==> src/rtl/dsi_line_packetizer.sv <==
// rtl/dsi_line_packetizer.sv - DSI long-packet builder: header, FIFO payload, CRC-16 footer, 2-entry output buffer.
module dsi_line_packetizer #(
    parameter logic [1:0]  VC_DEFAULT = 2'd0,
    parameter logic [15:0] MAX_WC     = 16'd4096
) (
    input  logic        clk,
    input  logic        rst_n,
    input  logic        line_start,
    input  logic [15:0] cfg_wc,
    input  logic [5:0]  cfg_dt,
    input  logic [1:0]  cfg_vc,
    input  logic        cfg_vc_ovr,
    input  logic [31:0] fifo_rd_data,
    input  logic        fifo_rd_empty,
    output logic        fifo_rd_en,
    output logic [31:0] out_data,
    output logic [3:0]  out_keep,
    output logic        out_last,
    output logic        out_valid,
    input  logic        out_ready,
    output logic        busy,
    output logic        line_done
);

    typedef enum logic [2:0] {S_IDLE, S_HDR, S_PAY, S_CRC, S_DONE} state_t;

    // Buffer entry layout: {last, keep[3:0], data[31:0]}
    localparam int EW = 37;

    function automatic logic [15:0] crc16_word(input logic [15:0] crc_in, input logic [31:0] data);
        logic [15:0] c;
        c = crc_in;
        for (int b = 0; b < 4; b++) begin
            c = c ^ {8'h00, data[8*b +: 8]};
            for (int i = 0; i < 8; i++) begin
                c = c[0] ? ((c >> 1) ^ 16'h8408) : (c >> 1);
            end
        end
        return c;
    endfunction

    // Each mask selects the header bits covered by one parity bit P0..P5.
    function automatic logic [7:0] dsi_ecc(input logic [23:0] h);
        return {2'b00,
                ^(h & 24'hEFFC00), ^(h & 24'hDF03F0), ^(h & 24'hB8E38E),
                ^(h & 24'h749A6D), ^(h & 24'hF2555B), ^(h & 24'hF12CB7)};
    endfunction

    state_t          state_q, state_d;
    logic [15:0]     wc_q, wc_d;
    logic [7:0]      di_q, di_d;
    logic [13:0]     words_left_q, words_left_d;
    logic            inflight_q, inflight_d;
    logic [15:0]     crc_q, crc_d;
    logic [1:0]      occ_q, occ_d;
    logic [EW-1:0]   ent0_q, ent0_d;
    logic [EW-1:0]   ent1_q, ent1_d;
    logic            busy_q, busy_d;
    logic            line_done_q, line_done_d;

    logic            pop;
    logic [1:0]      occ_free;
    logic            push;
    logic [EW-1:0]   push_ent;
    logic            rd_en;
    logic [15:0]     wc_clamp;

    always_comb begin
        state_d      = state_q;
        wc_d         = wc_q;
        di_d         = di_q;
        words_left_d = words_left_q;
        crc_d        = crc_q;
        busy_d       = busy_q & ~line_done_q;
        line_done_d  = 1'b0;
        push         = 1'b0;
        push_ent     = '0;
        rd_en        = 1'b0;

        pop      = (occ_q != 2'd0) && out_ready;
        occ_free = occ_q - {1'b0, pop};
        wc_clamp = (cfg_wc > MAX_WC) ? MAX_WC : cfg_wc;

        case (state_q)
            S_IDLE: begin
                if (line_start && !busy_q) begin
                    wc_d         = {wc_clamp[15:2], 2'b00};
                    di_d         = {(cfg_vc_ovr ? cfg_vc : VC_DEFAULT), cfg_dt};
                    words_left_d = wc_clamp[15:2];
                    busy_d       = 1'b1;
                    state_d      = S_HDR;
                end
            end
            S_HDR: begin
                push     = 1'b1;
                push_ent = {1'b0, 4'hF, dsi_ecc({wc_q, di_q}), wc_q, di_q};
                state_d  = (words_left_q != 14'd0) ? S_PAY : S_CRC;
            end
            S_PAY: begin
                // Credit counts the word still in flight from the FIFO and frees the slot popped this cycle.
                rd_en = !fifo_rd_empty && (words_left_q != 14'd0) &&
                        ((occ_free + {1'b0, inflight_q}) < 2'd2);
                if (rd_en) begin
                    words_left_d = words_left_q - 14'd1;
                end
                if (inflight_q) begin
                    push     = 1'b1;
                    push_ent = {1'b0, 4'hF, fifo_rd_data};
                    crc_d    = crc16_word(crc_q, fifo_rd_data);
                end
                // Any in-flight word lands this cycle, so the footer can follow without a bubble.
                if (words_left_q == 14'd0) begin
                    state_d = S_CRC;
                end
            end
            S_CRC: begin
                if (occ_free != 2'd2) begin
                    push     = 1'b1;
                    push_ent = {1'b1, 4'b0011, 16'h0000, crc_q};
                    state_d  = S_DONE;
                end
            end
            S_DONE: begin
                if (pop && occ_q == 2'd1) begin
                    line_done_d = 1'b1;
                    crc_d       = 16'hFFFF;
                    state_d     = S_IDLE;
                end
            end
            default: state_d = S_IDLE;
        endcase

        inflight_d = rd_en;

        ent0_d = ent0_q;
        ent1_d = ent1_q;
        if (pop) begin
            ent0_d = ent1_q;
        end
        if (push) begin
            if (occ_free == 2'd0) begin
                ent0_d = push_ent;
            end else begin
                ent1_d = push_ent;
            end
        end
        occ_d = occ_free + {1'b0, push};
    end

    always_ff @(posedge clk or negedge rst_n) begin
        if (!rst_n) begin
            state_q      <= S_IDLE;
            wc_q         <= '0;
            di_q         <= '0;
            words_left_q <= '0;
            inflight_q   <= 1'b0;
            crc_q        <= 16'hFFFF;
            occ_q        <= '0;
            ent0_q       <= '0;
            ent1_q       <= '0;
            busy_q       <= 1'b0;
            line_done_q  <= 1'b0;
        end else begin
            state_q      <= state_d;
            wc_q         <= wc_d;
            di_q         <= di_d;
            words_left_q <= words_left_d;
            inflight_q   <= inflight_d;
            crc_q        <= crc_d;
            occ_q        <= occ_d;
            ent0_q       <= ent0_d;
            ent1_q       <= ent1_d;
            busy_q       <= busy_d;
            line_done_q  <= line_done_d;
        end
    end

    assign fifo_rd_en = rd_en;
    assign out_valid  = (occ_q != 2'd0);
    assign out_data   = ent0_q[31:0];
    assign out_keep   = ent0_q[35:32];
    assign out_last   = ent0_q[36];
    assign busy       = busy_q;
    assign line_done  = line_done_q;

endmodule

==> config.mk <==
export PLATFORM = sky130hd
export DESIGN_NAME = dsi_line_packetizer
export DESIGN_NICKNAME = d
export VERILOG_FILES = /design/src/rtl/dsi_line_packetizer.sv
export SDC_FILE = /design/constraint.sdc
export NUM_CORES = 1
export LEC_CHECK = 0
export ABC_AREA = 1
export BUFFER_PORTS_ARGS = -buffer_cell sky130_fd_sc_hd__clkbuf_2
export CAP_MARGIN = 15
export CORE_UTILIZATION = 55
export CTS_BUF_LIST = sky130_fd_sc_hd__clkbuf_8
export CTS_CLUSTER_DIAMETER = 30
export DETAILED_ROUTE_END_ITERATION = 10
export PLACE_DENSITY = 0.84
export SYNTH_ARGS = -nofsm -noshare
export SYNTH_HDL_FRONTEND = slang
export SYNTH_SLANG_ARGS = --single-unit
==> constraint.sdc <==
create_clock -name clk -period 2.7 [get_ports clk]
set_input_delay 0.54 -clock clk [delete_from_list [all_inputs] [get_ports clk]]
set_output_delay 0.54 -clock clk [all_outputs]
set_load 0.005 [all_outputs]
; ---- Yosys cells after proc, flatten, opt, wreduce, memory -nomap -nowiden
; Cells that the tools add are included.
[totals]
ff_bits = 134
input_bits = 62
[classes]
add_sub_neg = 4
mux = 60
reduce_logical = 25
bitwise_logic = 39
n_eq_ne = 12
order_cmp = 2
[op_table]
columns = cell, n
row1 = 16-bit two-way mux, 35
row2 = 37-bit two-way mux, 4
row3 = 24-bit parity, 6
row4 = 37-bit case mux with 3 select lines, 1
row5 = 2-bit inverter with 3-bit output, 32
row6 = 16-bit by 8-bit XOR with 16-bit output, 4
row7 = 36-bit two-way mux, 1
row8 = 16-bit case mux with 2 select lines, 1
row9 = 14-bit two-way mux, 2
row10 = 14-bit case mux with 2 select lines, 1
row11 = 16-bit by 13-bit greater-than comparator with 1-bit output (second input constant), 1
row12 = 3-bit case mux with 5 select lines, 1
row13 = 14-bit zero test, 1
row14 = 2-bit inequality test (second input constant), 7
row15 = 14-bit nonzero test, 1
row16 = 14-bit by 1-bit subtractor with 14-bit output (second input constant), 1
row17 = 3-bit two-way mux, 4
row18 = 1-bit two-way mux, 8
row19 = 3-bit by 2-bit == test with 1-bit output (second input constant), 2
row20 = 3-bit AND reduction, 2
row21 = 2-bit nonzero test, 3
row22 = 1-bit logical AND, 5
row23 = 2-bit by 1-bit adder with 2-bit output, 2
row24 = 2-bit AND reduction, 2
row25 = 13 further kinds, 15

; ---- Depth between registers and ports, before layout
; Gate-level depths: netlist of the first run.
[logic_depth]
word_depth = 70
mapped_depth = 21
ltp_nobuf = 21

; ---- Worst setup path before layout of the first run
; OpenSTA, ideal clock, no wires.
[synth_path]
path_type = in2reg
start = in out_ready
end = reg ent0_q[24]
stages = 16
required_ps = 2583
arrival_time_ps = 2761
slack_ps = -178
path_cell_list = nand2_1 clkinv_1 clkbuf_1 ha_1 xnor2_1 nor2_1 inv_1 nand2_1 nand2_1 inv_1 nor2_1 inv_1 buf_2 buf_2 o21ai_1 inv_1
[synth_between]
elab_chain_cells = 6
word_cells_on_any_way = 9
cone_classes = add/sub: 1 / eq/ne: 1 / mux: 5 / reduce/logical: 2
[synth_rtl]
columns = item, line
row1 = start: declaration, 20  ; input logic out_ready,
row2 = 1-bit logical AND, 80  ; pop = (occ_q != 2'd0) && out_ready;
row3 = 2-bit by 1-bit subtractor with 2-bit output, 81  ; occ_free = occ_q - {1'b0, pop};
row4 = 2-bit inequality test, 117  ; if (occ_free != 2'd2) begin
row5 = 1-bit two-way mux, 117
row6 = 1-bit case mux with 3 select lines, 84  ; case (state_q)
row7 = via push, 63  ; logic push;
row8 = 37-bit two-way mux, 140  ; if (push) begin
row9 = via ent0_d[24], 56  ; logic [EW-1:0] ent0_q, ent0_d;
row10 = end signal: assignment, 171  ; ent0_q <= ent0_d;
row11 = end: declaration, 56
; The timed path passes the listed nets, and every way through them passes these cells.
; A chain may end at the register's enable or synchronous reset.

; ---- Final worst setup path of the first run
[layout_path]
start = reg occ_q[0]
end = out fifo_rd_en
[layout_between]
elab_chain_cells = 7
[layout_rtl]
columns = item, line
row1 = start: declaration, 55  ; logic [1:0] occ_q, occ_d;
row2 = start signal: assignment, 158  ; occ_q <= '0;
row3 = start signal: assignment, 170  ; occ_q <= occ_d;
row4 = 2-bit nonzero test, 80
row5 = 1-bit logical AND, 80
row6 = 2-bit by 1-bit subtractor with 2-bit output (*), 81
row7 = 2-bit by 1-bit adder with 2-bit output (*), 102  ; ((occ_free + {1'b0, inflight_q}) < 2'd2);
row8 = 2-bit less-than comparator (*), 102
row9 = 1-bit logical AND (*), 101  ; rd_en = !fifo_rd_empty && (words_left_q != 14'd0) &&
row10 = 1-bit two-way mux (*), 84
row11 = end: declaration, 15  ; output logic fifo_rd_en,
; Mark *: on every way between the ends. The rest lies on a longest branch, timed or not.

==> impl_metrics.csv, run 1 <==
group,metric,value,unit
status,outcome,"finished, final reports clean",
cells_and_area,drive_gt1_share,19.84,%
drt,drt_iter0_markers,882,
place,io_buffers,102,
setup_path,crit_type,"flip-flop to output port",
clock_network,cts_made_buffers,17,
clock_network,clk_path_buf_depth,2,
floorplanning,core_area,15260,µm²
power_and_ir_drop,leakagePower,5.297,nW
sta,rsz0062_at_grt,"true",
drt,wl_per_cell,15.95,µm
floorplanning,initial_core_util,56.77,%
clock_network,cts.sinks,132,
sta,drv_slew,0,
cells_and_area,final_nets,1423,
global_route,antenna_found_initial,0,
sta,finalSetupViolations,0,
setup_path,path_common_cell,"nand2_2",
synth,syn_inst,1250,
floorplanning,die_area,16260,µm²
global_route,grt_max_degree,66,
setup_path,crit_chain,"inv_2 > nand2_2 > nand2_2 > clkinv_2 > ha_2 > xnor2_2 > buf_6 > a21oi_2 > o21ai_2 > nor2_2 > clkbuf_2",
floorplanning,rows,45,
clock_network,clkTransAtPathRegs,0.08,ns
power_and_ir_drop,max-vdd-ir-drop,0.0003863,V
sta,tightest_slew,1.085,ns
synth,yosys-top-cells-area,"dfrtp_1 (34%), nand2_1 (21%), inv_1 (5.4%)",
synth,synth_edf_count,0,
sta,period_share,97.40,%
synth,synth_seq_area_share,38.36,%
cells_and_area,final_common_cell,"nand2_1",
synth,synth_area,8662,µm²
sta,setup_tns,0,ns
synth,synth_cell_type_count,38,
floorplanning,die_h,127.5,µm
cells_and_area,area_delta_synth_final,14.99,%
synth,synthArstFlopShare,100.0,%
sta,relSlewSlack,27.62,%
flow_run,maxCapViolations,0,
synth,ys_warn_count,0,
setup_path,cp_slowest_cell,"dfrtp_1",
place,place_congestion,0.9682,
clock_network,root_buffer,"clkbuf_8",
setup_path,cp_data_arrival_time,2.09,ns
global_route,grtUsageTotal,32.31,%
setup_path,critPathMaxFanout,4,
drt,via_per_inst,5.530,
drt,ant_nets,0,
setup_path,max_stage_delay,0.40,ns
cells_and_area,final_cell_mix,"nand2_1 (477), inv_1 (123), dfrtp_1 (116)",
setup_path,crit_path_start_kind,"flip-flop",
floorplanning,die_x,127.5,µm
cells_and_area,fin_area,9961,µm²
floorplanning,ioPinCount,103,
worst_hold_path,hold_class,"input port to asynchronous set/reset pin",
synth,yosys.area.top_type,"dfrtp_1",
clock_network,clock_latency,0.45,ns
synth,ys_seq_elements,132,
setup_path,cpLargestDelayFamily,"buffers and inverters",
drt,dr.pass1.iters,6,
cells_and_area,n_antenna_cell,0,
global_route,grt_overflow,0,
global_route,grt_pass1_wl,40250,µm
setup_path,crit_required,2.16,ns
power_and_ir_drop,power.density,617.9,nW/µm²
drt,remaining_drc_errors,0,
sta,fmax,0.3803,GHz
sta,min_period,2.630,ns
global_route,grt_pass1_vias,7969,
synth,postSynthAreaPerCell,6.930,µm²
clock_network,cts_tree,"done",
place,dp_hpwl,19240,µm
setup_path,rrSetupSlack,0.19,ns
synth,synth_fp_nets,1315,
drt,num_vias,8748,
clock_network,htreeDepth,4,
sta,skew,0.01350,ns
sta,finalHoldViolations,0,
synth,ys.flop_type,"dfrtp_1",
setup_path,crit_buf_inv,4,
place,placed_area,9509,µm²
setup_path,crit_path_end_kind,"output port",
synth,synthDominantCellAreaShare,33.51,%
drt,drt-total-wl,25230,µm
[layer usage]
layer	share of wire, %	vias to the layer above	track usage [%]
li1	-	4189	-
met2	44	431	48.57
met3	9.5	68	7.538
met4	4.3	0	14.50
met5	0	-	0
met1	42	4060	44.40
[flip-flops by register name, summed over array words and instances (netlist names), 2 cells and up]
name,cells
ent0_q,37
wc_q,14
di_q,8
ent1_q,35
state_q,3
words_left_q,14
crc_q,16
occ_q,2
[through the flow]
| step | total power, mW | setup WS (ns) | cells | utilization, % | hold slack [ns] |
|---|---|---|---|---|---|
| after CTS | 6.084 | 0.002793 | 1580 | 64.92 | 0.1538 |
| after floorplan | 3.655 | 0.07742 | 1250 | - | 0.2444 |
| after global placement | 4.367 | 0.1118 | 1548 | 62.32 | 0.4327 |
| after global routing | 6.519 | -0.02868 | 1582 | 65.28 | 0.1889 |
| after detailed placement | 4.409 | 0.06138 | 1548 | 62.32 | 0.4421 |
| final | 6.155 | 0.07033 | 1582 | 65.28 | 0.1415 |
[synthesized netlist by cell type (2+ instances only)]
library cell and instances:
a21oi_1 12, a31oi_1 32, buf_2 9, clkbuf_1 29, dfrtp_1 116, dfstp_2 16, ha_1 3, inv_1 124
inv_2 15, nand2_1 479, nand2_2 39, nand2_4 11, nand3_1 87, nand3_2 14, nand3b_1 2, nand4_1 3
nor2_1 74, nor2_2 2, nor3_1 6, nor4_1 3, o211ai_1 5, o21a_1 2, o21ai_0 58, o21ai_1 6
o221ai_1 9, o22ai_1 14, xnor2_1 32, xnor2_2 2, xor2_1 37
[final cells by class]
type / instances / area [µm²]
fill: 1349 / 5298
multi-input combinational: 940 / 4708
sequential: 132 / 3323
timing repair buffer: 127 / 742.0
inverter: 140 / 526.8
tap: 211 / 264.0
clock buffer: 18 / 247.7
clock inverter: 14 / 148.9
[power breakdown]
part | switching (mW) | internal, mW
logic | 1.25 | 0.771
registers | 0.190 | 2.25
clock network | 0.840 | 0.853
[logic make-up (layout without fill, tap and decap cells)]
group / after synthesis / after routing / synth area share (%)
fa+ha+maj: 3 / 3 / 0.4334
mux: 1 / 1 / 0.1156
simple gates: 724 / 724 / 36.39
flops: 132 / 132 / 38.36
compound gates: 141 / 141 / 9.505
buf+inv: 178 / 299 / 7.843
xor+xnor: 71 / 71 / 7.352
[final timing paths]
kind | start | depth (start not counted) | end
max | occ_q[0]$_DFF_PN0_ | 11 | fifo_rd_en
min | rst_n | 1 | ent0_q[34]$_DFF_PN0_
max reg2reg | crc_q[3]$_DFFE_PN1P_ | 19 | crc_q[2]$_DFFE_PN1P_
min reg2reg | line_done$_DFF_PN0_ | 1 | busy$_DFF_PN0_
max in group asynchronous | rst_n | 2 | crc_q[6]$_DFFE_PN1P_
min in group clk | cfg_dt[2] | 3 | di_q[2]$_DFFE_PN0P_
[timing repair]
action | 4_1_cts | 5_1_grt
buffers inserted | 0 | 2
hold endpoints to repair | 0 | 0
setup endpoints to repair | 1 | 9
gates resized for setup | 0 | 12
hold buffers | 0 | 0
pin swaps | 1 | 3
Note: power is estimated with default switching activity, not from simulation.
==> inputs of run 2 (changes only) <==
--- a/config.mk
+++ b/config.mk
@@ -13,6 +13,7 @@
 export CTS_CLUSTER_DIAMETER = 30
 export DETAILED_ROUTE_END_ITERATION = 10
 export PLACE_DENSITY = 0.84
+export RECOVER_POWER = 25
 export SYNTH_ARGS = -nofsm -noshare
 export SYNTH_HDL_FRONTEND = slang
 export SYNTH_SLANG_ARGS = --single-unit
==> constraint.sdc (replaced) <==
create_clock -name clk -period 2.7 [get_ports clk]
set_input_delay 0.81 -clock clk [delete_from_list [all_inputs] [get_ports clk]]
set_output_delay 0.81 -clock clk [all_outputs]
set_load 0.005 [all_outputs]
==> impl_metrics.csv, run 2 (synthesis results as in run 1) <==
group,metric,value,unit
drt,ant_nets,0,
flow_run,maxCapViolations,1,
sta,skew,0.01234,ns
power_and_ir_drop,power,6.652,mW
cells_and_area,final_common_cell,"nand2_1",
global_route,grt_max_degree,69,
setup_path,critPathMaxFanout,3,
floorplanning,ioPinCount,103,
setup_path,crit_required,1.89,ns
worst_hold_path,hold_class,"flip-flop to flip-flop",
floorplanning,die_h,127.5,µm
worst_hold_path,hp-start,"ent1_q[18]$_DFFE_PN0P_",
place,pre_cts_slack,-0.1448,ns
clock_network,cts_tree,"done",
power_and_ir_drop,max-vdd-ir-drop,0.0004138,V
floorplanning,rows,45,
cells_and_area,largest_reg_flops,37,
power_and_ir_drop,power.density,629.8,nW/µm²
floorplanning,die_area,16260,µm²
cells_and_area,fin_util,69.23,%
cells_and_area,top_regs,"ent0_q: 37 flops, ent1_q: 35 flops, crc_q: 16 flops",
floorplanning,die_x,127.5,µm
setup_path,rrSetupSlack,-0.04,ns
setup_path,r2r_start,"occ_q[1]$_DFF_PN0_",
drt,dr.pass1.iters,5,
sta,finalHoldViolations,0,
setup_path,r2r_end,"ent0_q[5]$_DFF_PN0_",
sta,relSlewSlack,-41.19,%
setup_path,crit_path_end_kind,"output port",
cells_and_area,final_nets,1486,
clock_network,clk_path_buf_depth,2,
sta,finalSetupViolations,4,
clock_network,htreeDepth,4,
sta,min_period,2.768,ns
clock_network,root_buffer,"clkbuf_8",
drt,via_per_inst,5.537,
cells_and_area,final_cell_mix,"nand2_1 (475), inv_1 (119), dfrtp_1 (116)",
place,place_congestion,1.001,
sta,drv_slew,38,
sta,period_share,102.5,%
global_route,antenna_found_initial,0,
drt,remaining_drc_errors,0,
cells_and_area,fin_cells,1645,
drt,drt-total-wl,26780,µm
cells_and_area,n_antenna_cell,0,
floorplanning,core_area,15260,µm²
sta,fin_hold_ws,0.4762,ns
status,violations,"capacitance limit, slew limit, setup timing",
worst_hold_path,hold-path-endpoint,"ent1_q[18]$_DFFE_PN0P_",
drt,num_vias,9109,
setup_path,crit_path_start_kind,"flip-flop",
status,outcome,"complete, but fails checks",
place,dp.cells,1593,
cells_and_area,drive_gt1_share,24.06,%
place,io_buffers,102,
clock_network,clkTransAtPathRegs,0.08,ns
worst_hold_path,holdPathStages,2,
clock_network,cts.sinks,132,
setup_path,worstRegToRegCells,16,
global_route,grt_pass1_wl,41460,µm
cells_and_area,area_delta_synth_final,21.94,%
global_route,grtUsageTotal,33.39,%
clock_network,clock_latency,0.46,ns
clock_network,cts_made_buffers,17,
sta,tightest_slew,2.118,ns
setup_path,cp_data_arrival_time,1.96,ns
global_route,grt_pass1_vias,8180,
sta,post-route-worst-setup-slack,-0.06812,ns
sta,rsz0062_at_grt,"true",
setup_path,crit_type,"flip-flop to output port",
drt,wl_per_cell,16.28,µm
place,dp_hpwl,19600,µm
sta,fmax,0.3613,GHz
clock_network,cts_hold_buf,0,
drt,drt_iter0_markers,1044,
power_and_ir_drop,leakagePower,5.626,nW
cells_and_area,largest-register,"ent0_q",
floorplanning,initial_core_util,56.77,%
global_route,grt_overflow,0,
-- run 2: changes by cell type in the layout (fill, tap and decap cells not counted), sizes merged --
cell,before,now
buf,26,87
inv,144,140
clkinv,5,8
bufinv,2,4
clkbuf,119,120
-- run 2: power by group --
part           internal [mW]  switching [mW]
clock                   1.04           0.858
sequential              2.25           0.183
combinational          0.987            1.34
-- run 2: worst max-delay path, stage by stage (launching register included) --
cell and delay [ns]:
dfrtp_1 0.38, inv_1 0.10, ha_4 0.16, nand3_2 0.13, nor2_4 0.13, nand3_1 0.14, o21ai_2 0.24, nor2_1 0.09
buf_2 0.13
-- run 2: cell type report --
| type | count | area (µm²) |
|---|---|---|
| Clock buffer | 18 | 247.7 |
| Tap cell | 211 | 264.0 |
| Inverter | 140 | 535.5 |
| Timing Repair Buffer | 189 | 1207 |
| Multi-Input combinational cell | 940 | 4781 |
| Clock inverter | 14 | 198.9 |
| Fill cell | 1221 | 4696 |
| Sequential cell | 132 | 3323 |
| Timing Repair inverter | 1 | 5.005 |
-- run 2: worst max-delay path by stage --
stage,from,endpoint,slack [ns],cells past startpoint
after global placement,fifo_rd_data[0],crc_q[12]$_DFFE_PN1P_,-0.12,18
after floorplan,out_ready,fifo_rd_en,0.008,8
after CTS,occ_q[1]$_DFF_PN0_,fifo_rd_en,-0.06,10
final,words_left_q[1]$_DFFE_PN0P_,fifo_rd_en,-0.07,8
after global routing,words_left_q[1]$_DFFE_PN0P_,fifo_rd_en,-0.17,8
after detailed placement,out_ready,ent0_q[14]$_DFF_PN0_,-0.14,13
-- run 2: what timing repair did --
item	CTS	global route
gates resized for setup	10	22
pin swaps	6	8
hold endpoints to repair	0	0
buffers inserted	10	9
gates cloned	0	1
endpoints found under the setup margin	1	17
-- run 2: metrics by stage --
step / TNS, ns / instance area [µm²]
after CTS: -0.05888 / 10440
after global placement: -0.7184 / 9876
final: -0.1180 / 10560
after detailed placement: -5.973 / 9876
after global routing: -7.759 / 10560
after floorplan: 0 / 8702
-- run 2: routing by layer --
metal	vias to the layer above	part of all wire (%)	track usage [%]
met5	-	0	0
met4	0	3.0	14.71
met3	63	9.5	5.611
met2	473	47	51.46
met1	4272	41	46.29
li1	4301	-	-
==> inputs of run 3 (changes only) <==
--- a/config.mk
+++ b/config.mk
@@ -12,8 +12,10 @@
 export CTS_BUF_LIST = sky130_fd_sc_hd__clkbuf_8
 export CTS_CLUSTER_DIAMETER = 30
 export DETAILED_ROUTE_END_ITERATION = 10
+export GPL_TIMING_DRIVEN = 1
 export PLACE_DENSITY = 0.84
 export RECOVER_POWER = 25
+export SKIP_LAST_GASP = 1
 export SYNTH_ARGS = -nofsm -noshare
 export SYNTH_HDL_FRONTEND = slang
 export SYNTH_SLANG_ARGS = --single-unit
==> impl_metrics.csv, run 3 (synthesis results as in run 1) <==
group,metric,value,unit
power_and_ir_drop,seqPwrFrac,36.6,%
global_route,grtUsageTotal,33.39,%
sta,drv_slew,38,
place,io_buffers,102,
setup_path,cp_data_arrival_time,1.98,ns
cells_and_area,n_antenna_cell,0,
sta,finalHoldViolations,0,
floorplanning,die_h,127.5,µm
global_route,grt_max_degree,69,
clock_network,clk_path_buf_depth,2,
worst_hold_path,hold_class,"flip-flop to flip-flop",
floorplanning,initial_core_util,56.77,%
power_and_ir_drop,p_sw,2.372,mW
sta,min_period,2.787,ns
clock_network,htreeDepth,4,
cells_and_area,final_common_cell,"nand2_1",
power_and_ir_drop,leakagePower,5.624,nW
drt,ant_nets,0,
flow_run,maxCapViolations,1,
status,violations,"capacitance limit, slew limit, setup timing",
setup_path,critPathMaxFanout,2,
drt,drt-total-wl,26730,µm
sta,post-route-worst-setup-slack,-0.08740,ns
place,dp.cells,1593,
power_and_ir_drop,power,6.642,mW
power_and_ir_drop,p_int,4.269,mW
sta,skew,0.01328,ns
clock_network,cts_tree,"done",
global_route,grt_overflow,0,
setup_path,r2r_start,"occ_q[1]$_DFF_PN0_",
drt,drt_iter0_markers,1066,
place,dp_hpwl,19600,µm
global_route,antenna_found_initial,0,
cells_and_area,largest_reg_flops,37,
setup_path,cpLargestDelayFamily,"flip-flops",
floorplanning,rows,45,
floorplanning,core_area,15260,µm²
setup_path,rrSetupSlack,0,ns
place,place_congestion,1.001,
setup_path,cp_slowest_cell,"dfrtp_1",
sta,period_share,103.2,%
drt,wl_per_cell,16.25,µm
clock_network,cts.sinks,132,
power_and_ir_drop,power.density,629.3,nW/µm²
clock_network,root_buffer,"clkbuf_8",
clock_network,cts_made_buffers,17,
worst_hold_path,hp-start,"ent1_q[18]$_DFFE_PN0P_",
power_and_ir_drop,max-vdd-ir-drop,0.0004117,V
cells_and_area,largest-register,"ent0_q",
sta,tightest_slew,2.114,ns
cells_and_area,area_delta_synth_final,21.84,%
sta,relSlewSlack,-40.93,%
status,outcome,"complete, but fails checks",
drt,dr.pass1.iters,5,
setup_path,crit_path_start_kind,"flip-flop",
sta,fmax,0.3588,GHz
cells_and_area,fin_cells,1645,
cells_and_area,final_nets,1486,
floorplanning,die_area,16260,µm²
setup_path,crit_buf_inv,3,
clock_network,clkTransAtPathRegs,0.08,ns
setup_path,startpoint,"occ_q[1]$_DFF_PN0_",
sta,rsz0062_at_grt,"true",
setup_path,crit_path_end_kind,"output port",
floorplanning,ioPinCount,103,
place,pre_cts_slack,-0.1448,ns
setup_path,crit_type,"flip-flop to output port",
cells_and_area,top_regs,"ent0_q: 37 flops, ent1_q: 35 flops, crc_q: 16 flops",
global_route,grt_pass1_vias,8180,
power_and_ir_drop,pwr-share-clk,28.7,%
drt,num_vias,9122,
power_and_ir_drop,switching_share,35.72,%
cells_and_area,final_cell_mix,"nand2_1 (475), inv_1 (119), dfrtp_1 (116)",
power_and_ir_drop,p_comb_share,34.7,%
sta,finalSetupViolations,1,
setup_path,crit_chain,"inv_2 > nand2_2 > nand2_4 > clkinv_4 > ha_4 > nor2_2 > a21oi_2 > o21ai_2 > nor2_1 > buf_2",
floorplanning,die_x,127.5,µm
setup_path,max_stage_delay,0.41,ns
drt,via_per_inst,5.545,
global_route,grt_pass1_wl,41460,µm
cells_and_area,drive_gt1_share,24.06,%
setup_path,crit_required,1.89,ns
clock_network,clock_latency,0.47,ns
drt,remaining_drc_errors,0,
==> run 3: cell counts in the layout (fill, tap and decap cells not counted) <==
No cell type changed its count.
==> run 3: stage by stage <==
| stage | area (µm²) | TNS [ns] | util (%) | hold slack, ns |
|---|---|---|---|---|
| after floorplan | 8702 | 0 | - | 0.4400 |
| after global placement | 9876 | -0.7184 | 64.72 | 0.4351 |
| after detailed placement | 9876 | -5.973 | 64.72 | 0.4542 |
| after CTS | 10440 | -0.05888 | 68.41 | 0.3201 |
| after global routing | 10550 | -9.667 | 69.17 | 0.5030 |
| final | 10550 | -0.08740 | 69.17 | 0.4762 |
==> run 3: path summary, 6_finish.rpt <==
kind	cells past startpoint	end
worst max-delay path	10	fifo_rd_en
worst min-delay path	2	ent1_q[18]$_DFFE_PN0P_
worst max register to register	19	words_left_q[2]$_DFFE_PN0P_
worst min register to register	2	ent1_q[18]$_DFFE_PN0P_
max in group asynchronous	2	di_q[6]$_DFFE_PN0P_
min in group asynchronous	1	ent0_q[24]$_DFF_PN0_
==> run 3: what timing repair did <==
item,in CTS,in global routing
endpoints found under the setup margin,1,17
cloned,0,1
buffers inserted,10,9
gates resized for setup,10,20
hold buffers,0,0
pin swaps,6,7
==> run 3: worst register-to-register path, cell delays in order (launching register included) <==
cell,delay [ns]
dfrtp_1,0.41
inv_2,0.07
nand2_2,0.07
nand2_4,0.08
clkinv_4,0.06
ha_4,0.26
nor2_2,0.05
a21oi_2,0.16
o21ai_2,0.08
buf_4,0.13
buf_4,0.12
buf_4,0.13
buf_4,0.12
buf_4,0.12
o21ai_2,0.15
nand2_2,0.11
buf_4,0.15
clkinv_2,0.07
o21ai_0,0.07
o21ai_0,0.19
==> run 3: power by group through the flow <==
stage          logic [mW]  registers (mW)  clock network (mW)
3_3_place_gp         2.02            2.45                   0
3_5_place_dp         2.06            2.46                   0
5_1_grt              2.54            2.45                2.00
4_1_cts              2.22            2.42                1.90
6_report             2.31            2.43                1.91
2_1_floorplan        1.24            2.44                   0
==> run 3: final cells by class <==
type                            instances  area, µm²
Fill cell                            1224       4705
Clock buffer                           18      247.7
Clock inverter                         14      198.9
Inverter                              140      535.5
Multi-Input combinational cell        940       4776
Sequential cell                       132       3323
Timing Repair inverter                  1      5.005
Tap cell                              211      264.0
Timing Repair Buffer                  189       1204
==> run 3: layer usage <==
metal	GRT usage (%)	wire length, µm
met2	51.46	12200
met3	5.611	2460
met4	14.71	1041
met5	0	0
met1	46.29	11040
